## src/rtl/signed_channel_tx_pkg.sv

```systemverilog
// Shared definitions for the signed multi-channel link: FSM states and channel-index width.
package signed_channel_tx_pkg;

  typedef enum logic {
    StIdle,
    StSend
  } tx_state_e;

  // Width of a channel index; a single channel still needs one bit.
  function automatic int unsigned chan_width(input int unsigned n);
    return (n > 1) ? $clog2(n) : 1;
  endfunction

endpackage

```

## src/rtl/signed_channel_tx_prio_enc.sv

```systemverilog
// Lowest-set-bit priority encoder; also flags when exactly one bit is set.
module signed_channel_tx_prio_enc
  import signed_channel_tx_pkg::*;
#(
  parameter int unsigned N = 2,
  localparam int unsigned CW = chan_width(N)
) (
  input  logic [N-1:0]  mask,
  output logic [CW-1:0] idx,
  output logic          valid,
  output logic          only_one
);

  always_comb begin
    idx = '0;
    for (int i = N - 1; i >= 0; i--) begin
      if (mask[i]) idx = CW'(i);
    end
    valid    = |mask;
    only_one = valid && ((mask & (mask - 1'b1)) == '0);
  end

endmodule

```

## src/rtl/signed_channel_tx.sv

```systemverilog
// Zero-suppressing transmitter: captures a frame of signed samples and streams the channels
// above threshold, in ascending order, over a valid/ready link.
module signed_channel_tx
  import signed_channel_tx_pkg::*;
#(
  parameter int unsigned BITS = 8,
  parameter int unsigned CHANNELS = 2,
  localparam int unsigned W = BITS + 1,
  localparam int unsigned CW = chan_width(CHANNELS)
) (
  input  logic                  clk,
  input  logic                  rstn,
  input  logic                  frame_valid,
  output logic                  frame_ready,
  input  logic [CHANNELS*W-1:0] chn_values,
  input  logic [W-1:0]          threshold,
  output logic                  tx_valid,
  input  logic                  tx_ready,
  output logic [W-1:0]          tx_data,
  output logic [CW-1:0]         tx_chan,
  output logic                  tx_last,
  output logic [15:0]           hit_count
);

  tx_state_e             state_q;
  logic                  frame_ready_q;
  logic                  tx_valid_q;
  logic [W-1:0]          tx_data_q;
  logic [CW-1:0]         tx_chan_q;
  logic                  tx_last_q;
  logic [15:0]           hit_count_q, hit_count_d;
  logic [CHANNELS*W-1:0] samples_q;
  // Hits still waiting to be presented; the word on tx_* is already removed.
  logic [CHANNELS-1:0]   mask_q;

  logic [CHANNELS-1:0]   hit_now;
  logic [CHANNELS-1:0]   enc_in;
  logic [CHANNELS-1:0]   mask_rest;
  logic [CHANNELS*W-1:0] frame_src;
  logic [W-1:0]          sel_data;
  logic [CW-1:0]         enc_idx;
  logic                  enc_valid;
  logic                  enc_only_one;
  logic                  capture;
  logic                  handshake;

  for (genvar c = 0; c < CHANNELS; c++) begin : g_cmp
    assign hit_now[c] = $signed(chn_values[c*W +: W]) > $signed(threshold);
  end

  // In IDLE the encoder looks at the incoming frame so the first hit is presented right after
  // capture; in SEND it walks the stored remainder.
  assign capture   = (state_q == StIdle) && frame_valid && frame_ready_q;
  assign handshake = tx_valid_q && tx_ready;
  assign enc_in    = (state_q == StIdle) ? hit_now : mask_q;
  assign frame_src = (state_q == StIdle) ? chn_values : samples_q;
  assign mask_rest = enc_in & (enc_in - 1'b1);

  signed_channel_tx_prio_enc #(
    .N(CHANNELS)
  ) u_prio_enc (
    .mask    (enc_in),
    .idx     (enc_idx),
    .valid   (enc_valid),
    .only_one(enc_only_one)
  );

  always_comb begin
    sel_data = '0;
    for (int c = 0; c < CHANNELS; c++) begin
      if (enc_idx == CW'(c)) sel_data = frame_src[c*W +: W];
    end
  end

  always_comb begin
    hit_count_d = hit_count_q;
    if (handshake && (hit_count_q != 16'hFFFF)) hit_count_d = hit_count_q + 16'd1;
  end

  always_ff @(posedge clk or negedge rstn) begin
    if (!rstn) hit_count_q <= '0;
    else       hit_count_q <= hit_count_d;
  end

  always_ff @(posedge clk or negedge rstn) begin
    if (!rstn) begin
      state_q       <= StIdle;
      frame_ready_q <= 1'b1;
      tx_valid_q    <= 1'b0;
      tx_data_q     <= '0;
      tx_chan_q     <= '0;
      tx_last_q     <= 1'b0;
      samples_q     <= '0;
      mask_q        <= '0;
    end else begin
      unique case (state_q)
        StIdle: begin
          if (capture) begin
            samples_q <= chn_values;
            if (enc_valid) begin
              state_q       <= StSend;
              frame_ready_q <= 1'b0;
              tx_valid_q    <= 1'b1;
              tx_data_q     <= sel_data;
              tx_chan_q     <= enc_idx;
              tx_last_q     <= enc_only_one;
              mask_q        <= mask_rest;
            end
          end
        end
        StSend: begin
          if (handshake) begin
            if (tx_last_q) begin
              state_q       <= StIdle;
              frame_ready_q <= 1'b1;
              tx_valid_q    <= 1'b0;
              tx_last_q     <= 1'b0;
              mask_q        <= '0;
            end else begin
              tx_data_q <= sel_data;
              tx_chan_q <= enc_idx;
              tx_last_q <= enc_only_one;
              mask_q    <= mask_rest;
            end
          end
        end
        default: state_q <= StIdle;
      endcase
    end
  end

  assign frame_ready = frame_ready_q;
  assign tx_valid    = tx_valid_q;
  assign tx_data     = tx_data_q;
  assign tx_chan     = tx_chan_q;
  assign tx_last     = tx_last_q;
  assign hit_count   = hit_count_q;

endmodule
```

## config.mk

```make
export PLATFORM = sky130hd
export DESIGN_NAME = signed_channel_tx
export DESIGN_NICKNAME = d
export VERILOG_FILES = /design/src/rtl/signed_channel_tx_pkg.sv /design/src/rtl/signed_channel_tx_prio_enc.sv /design/src/rtl/signed_channel_tx.sv
export SDC_FILE = /design/constraint.sdc
export NUM_CORES = 1
export LEC_CHECK = 0
export ABC_AREA = 1
export BUFFER_PORTS_ARGS = -buffer_cell sky130_fd_sc_hd__buf_2
export CAP_MARGIN = 10
export CORE_MARGIN = 1.5
export CORE_UTILIZATION = 30
export CTS_CLUSTER_SIZE = 24
export DETAILED_ROUTE_END_ITERATION = 16
export PLACE_DENSITY = 0.6
export SYNTH_ARGS = -nofsm -noshare
export SYNTH_HDL_FRONTEND = slang
export SYNTH_SLANG_ARGS = --single-unit
```

## constraint.sdc

```tcl
create_clock -name clk -period 1.9 [get_ports clk]
set_input_delay 0.38 -clock clk [delete_from_list [all_inputs] [get_ports clk]]
set_output_delay 0.38 -clock clk [all_outputs]
set_load 0.005 [all_outputs]
```

After elaboration in Yosys (flattened, before gate mapping)
Cells that the tools add are included.
Storage, ports and cells
  latch bits: 0
  input port bits: 31
  output and inout port bits: 29
  memory bits (read-only): 0
  RAM bits: 0
  bits in registers: 50
  memories kept: 0
Cells by class
  add/sub/neg operators: 2
  shift operators: 0
  $lt $le $gt $ge: 2
  muxes and demuxes: 40
  reductions and logical operators: 11
  divide/modulo/power cells: 0
  eq/ne operators: 6
  $mul: 0
  bitwise gates (word level): 2
Operators by type and width (count)
  $mux 9: 5
  $mux 1: 22
  $gt 9x9->1: 2
  $mux 18: 1
  $pmux 9 s2: 1
  $add 16x1->16 const B: 1
  $ne 16x16->1 const B: 1
  $mux 2: 5
  $pmux 1 s2: 5
  $reduce_and 4->1: 2
  $ne 2x2->1 const B: 3
  $logic_and 1x1->1: 5
  $ne 2x1->1 const B: 2
  $pmux 2 s2: 1
  $reduce_and 3->1: 1
  $and 2x2->2: 1
  $logic_not 2->1: 1
  $reduce_and 2->1: 1
  $reduce_or 2->1: 1
  $sub 2x1->2 const B: 1
  $not 1->1: 1

Depth between registers and ports, before layout
  word-level depth: 9
  mapped depth: 19
  mapped depth without buffers: 19

By module
From an unflattened synthesis, not the netlist that was laid out.
Second synthesis, totals
  cell total of the unflattened synthesis: 365
  area, all modules: 2875.3 µm²
By module, submodules not included
  signed_channel_tx: seq. area each 1227.4 µm², area each 2839.0 µm², times used 1, cells an instance 360
  signed_channel_tx_prio_enc: seq. area each 0.0 µm², area each 36.3 µm², times used 1, cells an instance 5

Worst setup path before layout
No wires, ideal clock.
  kind: input-to-reg
  from: input threshold[8]
  to: register tx_data_q[8] (netlist: tx_data[8])
  data required time: 1.780 ns
  stages on the path: 16
  path buffers: 1
  slack: -0.256 ns
  data arrival time: 2.036 ns
  library setup time: 0.120 ns
  cell sequence: inv_1 -> ha_1 -> nand2_1 -> inv_1 -> a21oi_1 -> nand4_1 -> nand3_1 -> nand2_1 -> ha_1 -> inv_1 -> nand2_2 -> a21oi_4 -> o21ai_2 -> buf_6 -> nand2_1 -> nand2_1
Between the ends
  cells in the longest elaborated chain, start to end: 8
RTL lines
  start, declared: RTL line signed_channel_tx.sv:16  | input logic [W-1:0] threshold,
  $gt 9x9->1: RTL line signed_channel_tx.sv:48  | assign hit_now[c] = $signed(chn_values[c*W +: W]) > $signed(threshold);
  $mux 2 *: RTL line signed_channel_tx.sv:55  | assign enc_in = (state_q == StIdle) ? hit_now : mask_q;
  $mux 1 (2 in a row): RTL line signed_channel_tx_prio_enc.sv:17  | if (mask[i]) idx = CW'(i);
  $mux 9: RTL line signed_channel_tx.sv:71  | if (enc_idx == CW'(c)) sel_data = frame_src[c*W +: W];
  $mux 9, on equally long branches: RTL line signed_channel_tx.sv:113, signed_channel_tx.sv:100
  $mux 9, on equally long branches: RTL line signed_channel_tx.sv:112, signed_channel_tx.sv:98
  $pmux 9 s2: RTL line signed_channel_tx.sv:96  | unique case (state_q)
  end signal, assigned: RTL line signed_channel_tx.sv:104  | tx_data_q <= sel_data;
  end signal, assigned: RTL line signed_channel_tx.sv:120  | tx_data_q <= sel_data;
  end, declared: RTL line signed_channel_tx.sv:28  | logic [W-1:0] tx_data_q;
Every way passes the cells marked *; elsewhere a longest branch is shown, timed or not. The select of a mux whose other input is x is not followed.
A chain may end at the register's enable or synchronous reset.

Worst setup path in the final report
  from: input threshold[8]
  to: register tx_data_q[3] (netlist: tx_data[3])
The elaborated chain is that of the path after synthesis.

==> impl.org <==
** Outcome
- The run finished, with violations left.
- The checks that failed: setup timing.

** STA
- The number of pins exceeding their max-slew limit in the final report is 0.
- The clock arrives with 0.00877 ns of skew.
- Of the available clock period, the critical path in the final layout requires 109%.
- Top achievable clock speed :: between 400 and 500 MHz
- Unrepaired setup endpoints after global routing :: yes
- The routed design could run at a clock period as short as around 2.1 ns.
- Once routing completed, OpenROAD measured the worst setup slack at -0.162 ns.
- The count of final hold-check violations was 0.
- At the pin with the least slew margin, the transition time is ~0.78 ns.
- Setup violators final :: 14
- Max transition margin :: a little under half
- Adding up every negative setup slack in the final design gives -1.79 ns.

** Synthesis
- After technology mapping, the gate count stands at 410.
- Cell variety after synth :: 34
- For this run, the register share of the synthesized area comes to around two fifths.
- Main synth FF type :: sky130_fd_sc_hd__dfrtp_1
- Top cell type by total area after synthesis :: sky130_fd_sc_hd__dfrtp_1
- Share of the synthesized area in the top cell type :: 38.3%
- Averaged over all synthesized cells, the footprint is around 7.6 µm².
- Sorting the synthesized cells by area gives the leading types as sky130_fd_sc_hd__dfrtp_1, sky130_fd_sc_hd__nand2_1, sky130_fd_sc_hd__ha_1, sky130_fd_sc_hd__inv_1, sky130_fd_sc_hd__o21ai_0.
- Netlist Area Pre-Place :: about 3100 µm²
- Number of flops mapped to enable cells by yosys :: 0
- Post-synthesis net count :: approximately 460
- In the synthesized netlist the async set-or-reset flop fraction comes to 100%.
- Yosys warning total :: 0
- Leading cell types by count after synthesis :: sky130_fd_sc_hd__nand2_1, sky130_fd_sc_hd__inv_1, sky130_fd_sc_hd__dfrtp_1
- sky130_fd_sc_hd__nand2_1 is the most common cell in the netlist.
- In this run, synthesis produced a sequential element count of 49.

** Global route
- Initial antenna violation count :: 0
- Global-route wire length before repair :: ~13 mm
- Entering global routing, the biggest net connects 37 pins.
- Summed over all layers, the global routing overflow is 0.
- Vias in the first global route :: between 2000 and 3000
- Global-route usage over all layers :: 14.2%

** Floorplanning
- Horiz. Die Dim :: approximately 110 µm
- Row cnt :: 37
- Effective utilization at floorplan :: ~31%
- The die covers 11100 µm².
- 60 I/O pins were placed.
- After floorplanning, the core was sized to cover a little over 10000 µm².
- Y dimension of the die :: ~110 µm

** Layout
- The repair_antennas step left the layout with diodes totalling 0.
- Compared with the post-synthesis result, the final layout area differs by 37.5%.
- Of the cells placed in the final design, the portion with a size suffix greater than 1 is about 36%.
- Fill cells in the final layout number a little over 1000.
- In the final design database the tool counted approximately 560 nets.
- Final Instance Area :: about 4300 µm²

** Power
- Maximum vdd ir drop :: about 0.42 mV
- The internal portion of the total power is about 0.0026 W.
- Comb pwr share :: around two fifths
- Clock share of power :: about a fifth
- Summed over all nets, the switching power comes to between 0.001 and 0.0015 W.
- Dividing total power by cell area gives a power density of 946 nW/µm².
- Proportion of power drawn by flip-flops and latches :: a little over two fifths
- Leakage power :: around 2.3 nW
- Net Sw Frac :: between 30% and 40%

** Drt
- DRC violations left :: 0
- The first routing iteration left 148 violations.
- In the final routed layout, each cell accounts on average for approximately 12 µm.
- Final wirelength :: roughly 7.5 mm
- Once detail routing completed, the nets flagged for antenna violations numbered 0.
- For this run, the detailed router's first-pass iteration total came to 4.
- Via-per-instance ratio :: between 4 and 5
- For this block, the via count after detailed routing is about 2900.

** CTS
- Number of CTS-inserted buffers :: 5
- H-tree levels :: 2
- The cell sitting at the root of the clock tree is a sky130_fd_sc_hd__clkbuf_8.
- The clock drives slightly below 50 sinks.
- Clock-pin slew was measured on the worst setup and hold paths at ~0.09 ns.
- Clock latency on the worst-skew pair, taken at its later pin, is ~0.3 ns.
- In this run, post-CTS hold repair placed 0 buffers.
- CTS max path bufs :: 2
- TritonCTS clock tree :: yes

** Setup path
- STA classifies the critical path startpoint as a primary input.
- The worst setup path is of the primary input to flop kind.
- Reg-to-reg setup timing slack :: between 0.15 and 0.2 ns
- In this run the worst setup path terminates at tx_data[3].
- Data on the critical path arrives at its endpoint at roughly 2.3 ns.
- Required time worst endpoint :: 2.10 ns
- The most critical setup path has its startpoint at threshold[8].
- The endpoint identified for the worst register-to-register timing path is tx_data[3].
- The worst setup path is captured at a flop.
- Worst R2R Path Depth :: 8
- CP max FO :: 5
- Origin of the critical flop-to-flop path :: state_q

** Placement
- Weighted congestion at the end of routability-driven global placement :: roughly 0.81
- Summing all placed instances gives a cell area of 3870 µm².
- Hpwl dp :: about 5.7 mm
- During placement, the flow inserted port buffers numbering 59.

** Flow run
- Count of max-cap constraint violations :: 0

** Worst hold path
- Min-delay worst type :: primary input to asynchronous set/reset pin
==> kinds of logic (layout without fill, tap and decap cells) <==
family	after synthesis	in the layout	synth area share (%)
buffers and inverters	71	168	9.66
xor gates and xnor gates	12	12	3.35
adders and majority gates	22	22	8.78
AOI/OAI and AO/OA	78	78	14.4
and+or+nand+nor	178	178	24.6
DFF	49	49	39.1
==> metrics by stage <==
stage | power, W | hold slack (ns) | util, % | worst slack, ns | instances
finish | 0.00408 | 0.0289 | 42.1 | -0.162 | 643
global route | 0.00440 | 0.0471 | 42.1 | -0.258 | 643
CTS | 0.00404 | 0.0326 | 40.9 | -0.128 | 640
detailed placement | 0.00313 | 0.374 | 37.8 | -0.594 | 627
global placement | 0.00309 | 0.355 | 37.8 | -0.534 | 627
floorplan | 0.00255 | 0.0844 | - | -0.227 | 410
==> registers in the layout, indices dropped and copies added (netlist names) <==
| register | cells |
|---|---|
| frame_ready | 1 |
| hit_count | 16 |
| mask_q | 1 |
| samples_q | 18 |
| state_q | 1 |
| tx_chan | 1 |
| tx_data | 9 |
| tx_last | 1 |
| tx_valid | 1 |
==> layer usage <==
metal / up-vias / part of all wire (%) / track usage, %
met4: 0 / 1.1 / 3.91
met2: 60 / 47 / 23.7
met3: 6 / 4.3 / 2.54
met5: - / 0 / 0
li1: 1494 / - / -
met1: 1313 / 47 / 18.8
==> cells in the final DEF, fill, tap and decap left out, types with 14 or more instances in the layout <==
| cell | n |
|---|---|
| sky130_fd_sc_hd__dfrtp_1 | 48 |
| sky130_fd_sc_hd__inv_1 | 48 |
| sky130_fd_sc_hd__nor2_1 | 14 |
| sky130_fd_sc_hd__nand2_2 | 20 |
| sky130_fd_sc_hd__a21oi_1 | 16 |
| sky130_fd_sc_hd__o21ai_0 | 31 |
| sky130_fd_sc_hd__buf_4 | 36 |
| sky130_fd_sc_hd__nand2_1 | 107 |
| sky130_fd_sc_hd__buf_2 | 56 |
==> worst max-delay path, cell delays in order <==
cell and delay, ns:
sky130_fd_sc_hd__buf_6 0.07, sky130_fd_sc_hd__clkinvlp_4 0.11, sky130_fd_sc_hd__ha_4 0.31, sky130_fd_sc_hd__nand2_4 0.06, sky130_fd_sc_hd__o21a_1 0.20, sky130_fd_sc_hd__nand4_1 0.16
sky130_fd_sc_hd__nand3_4 0.11, sky130_fd_sc_hd__ha_4 0.18, sky130_fd_sc_hd__inv_4 0.05, sky130_fd_sc_hd__nand2_4 0.05, sky130_fd_sc_hd__a21oi_4 0.19, sky130_fd_sc_hd__o21ai_4 0.13
sky130_fd_sc_hd__clkbuf_16 0.18, sky130_fd_sc_hd__nand2_2 0.05, sky130_fd_sc_hd__nand2_1 0.04
==> power by group through the flow <==
stage	Clock, W	Combinational, W	Sequential (W)
after floorplan	0	0.000863	0.00169
after global placement	0	0.00138	0.00170
after detailed placement	0	0.00141	0.00172
after CTS	0.000807	0.00153	0.00170
after global routing	0.000845	0.00179	0.00176
final	0.000779	0.00158	0.00172
==> worst min path at each step <==
stage               startpoint             to  depth (start not counted)
floorplan                 rstn   hit_count[0]                          0
CTS                       rstn  hit_count[15]                          1
global route              rstn  hit_count[15]                          1
detailed placement        rstn  hit_count[15]                          1
global placement          rstn  hit_count[15]                          1
finish                    rstn  hit_count[15]                          1
==> area by class of cell <==
type	count	area (µm²)	share of cell area, %
multi-input cells	290	1870	43.5
flip-flops and latches	49	1230	28.5
repair buffers	101	683	15.8
inverters	59	240	5.57
well taps	136	170	3.95
clock buffers	7	86.3	2.00
clock inverters	1	30.0	0.696
==> timing repair <==
item / CTS / global route
setup buffers: 5 / 3
pin swaps: 12 / 14
setup endpoints to repair: 14 / 15
cloned: 1 / 0
gates resized for setup: 31 / 34
Note: power is estimated with default switching activity, not from simulation.
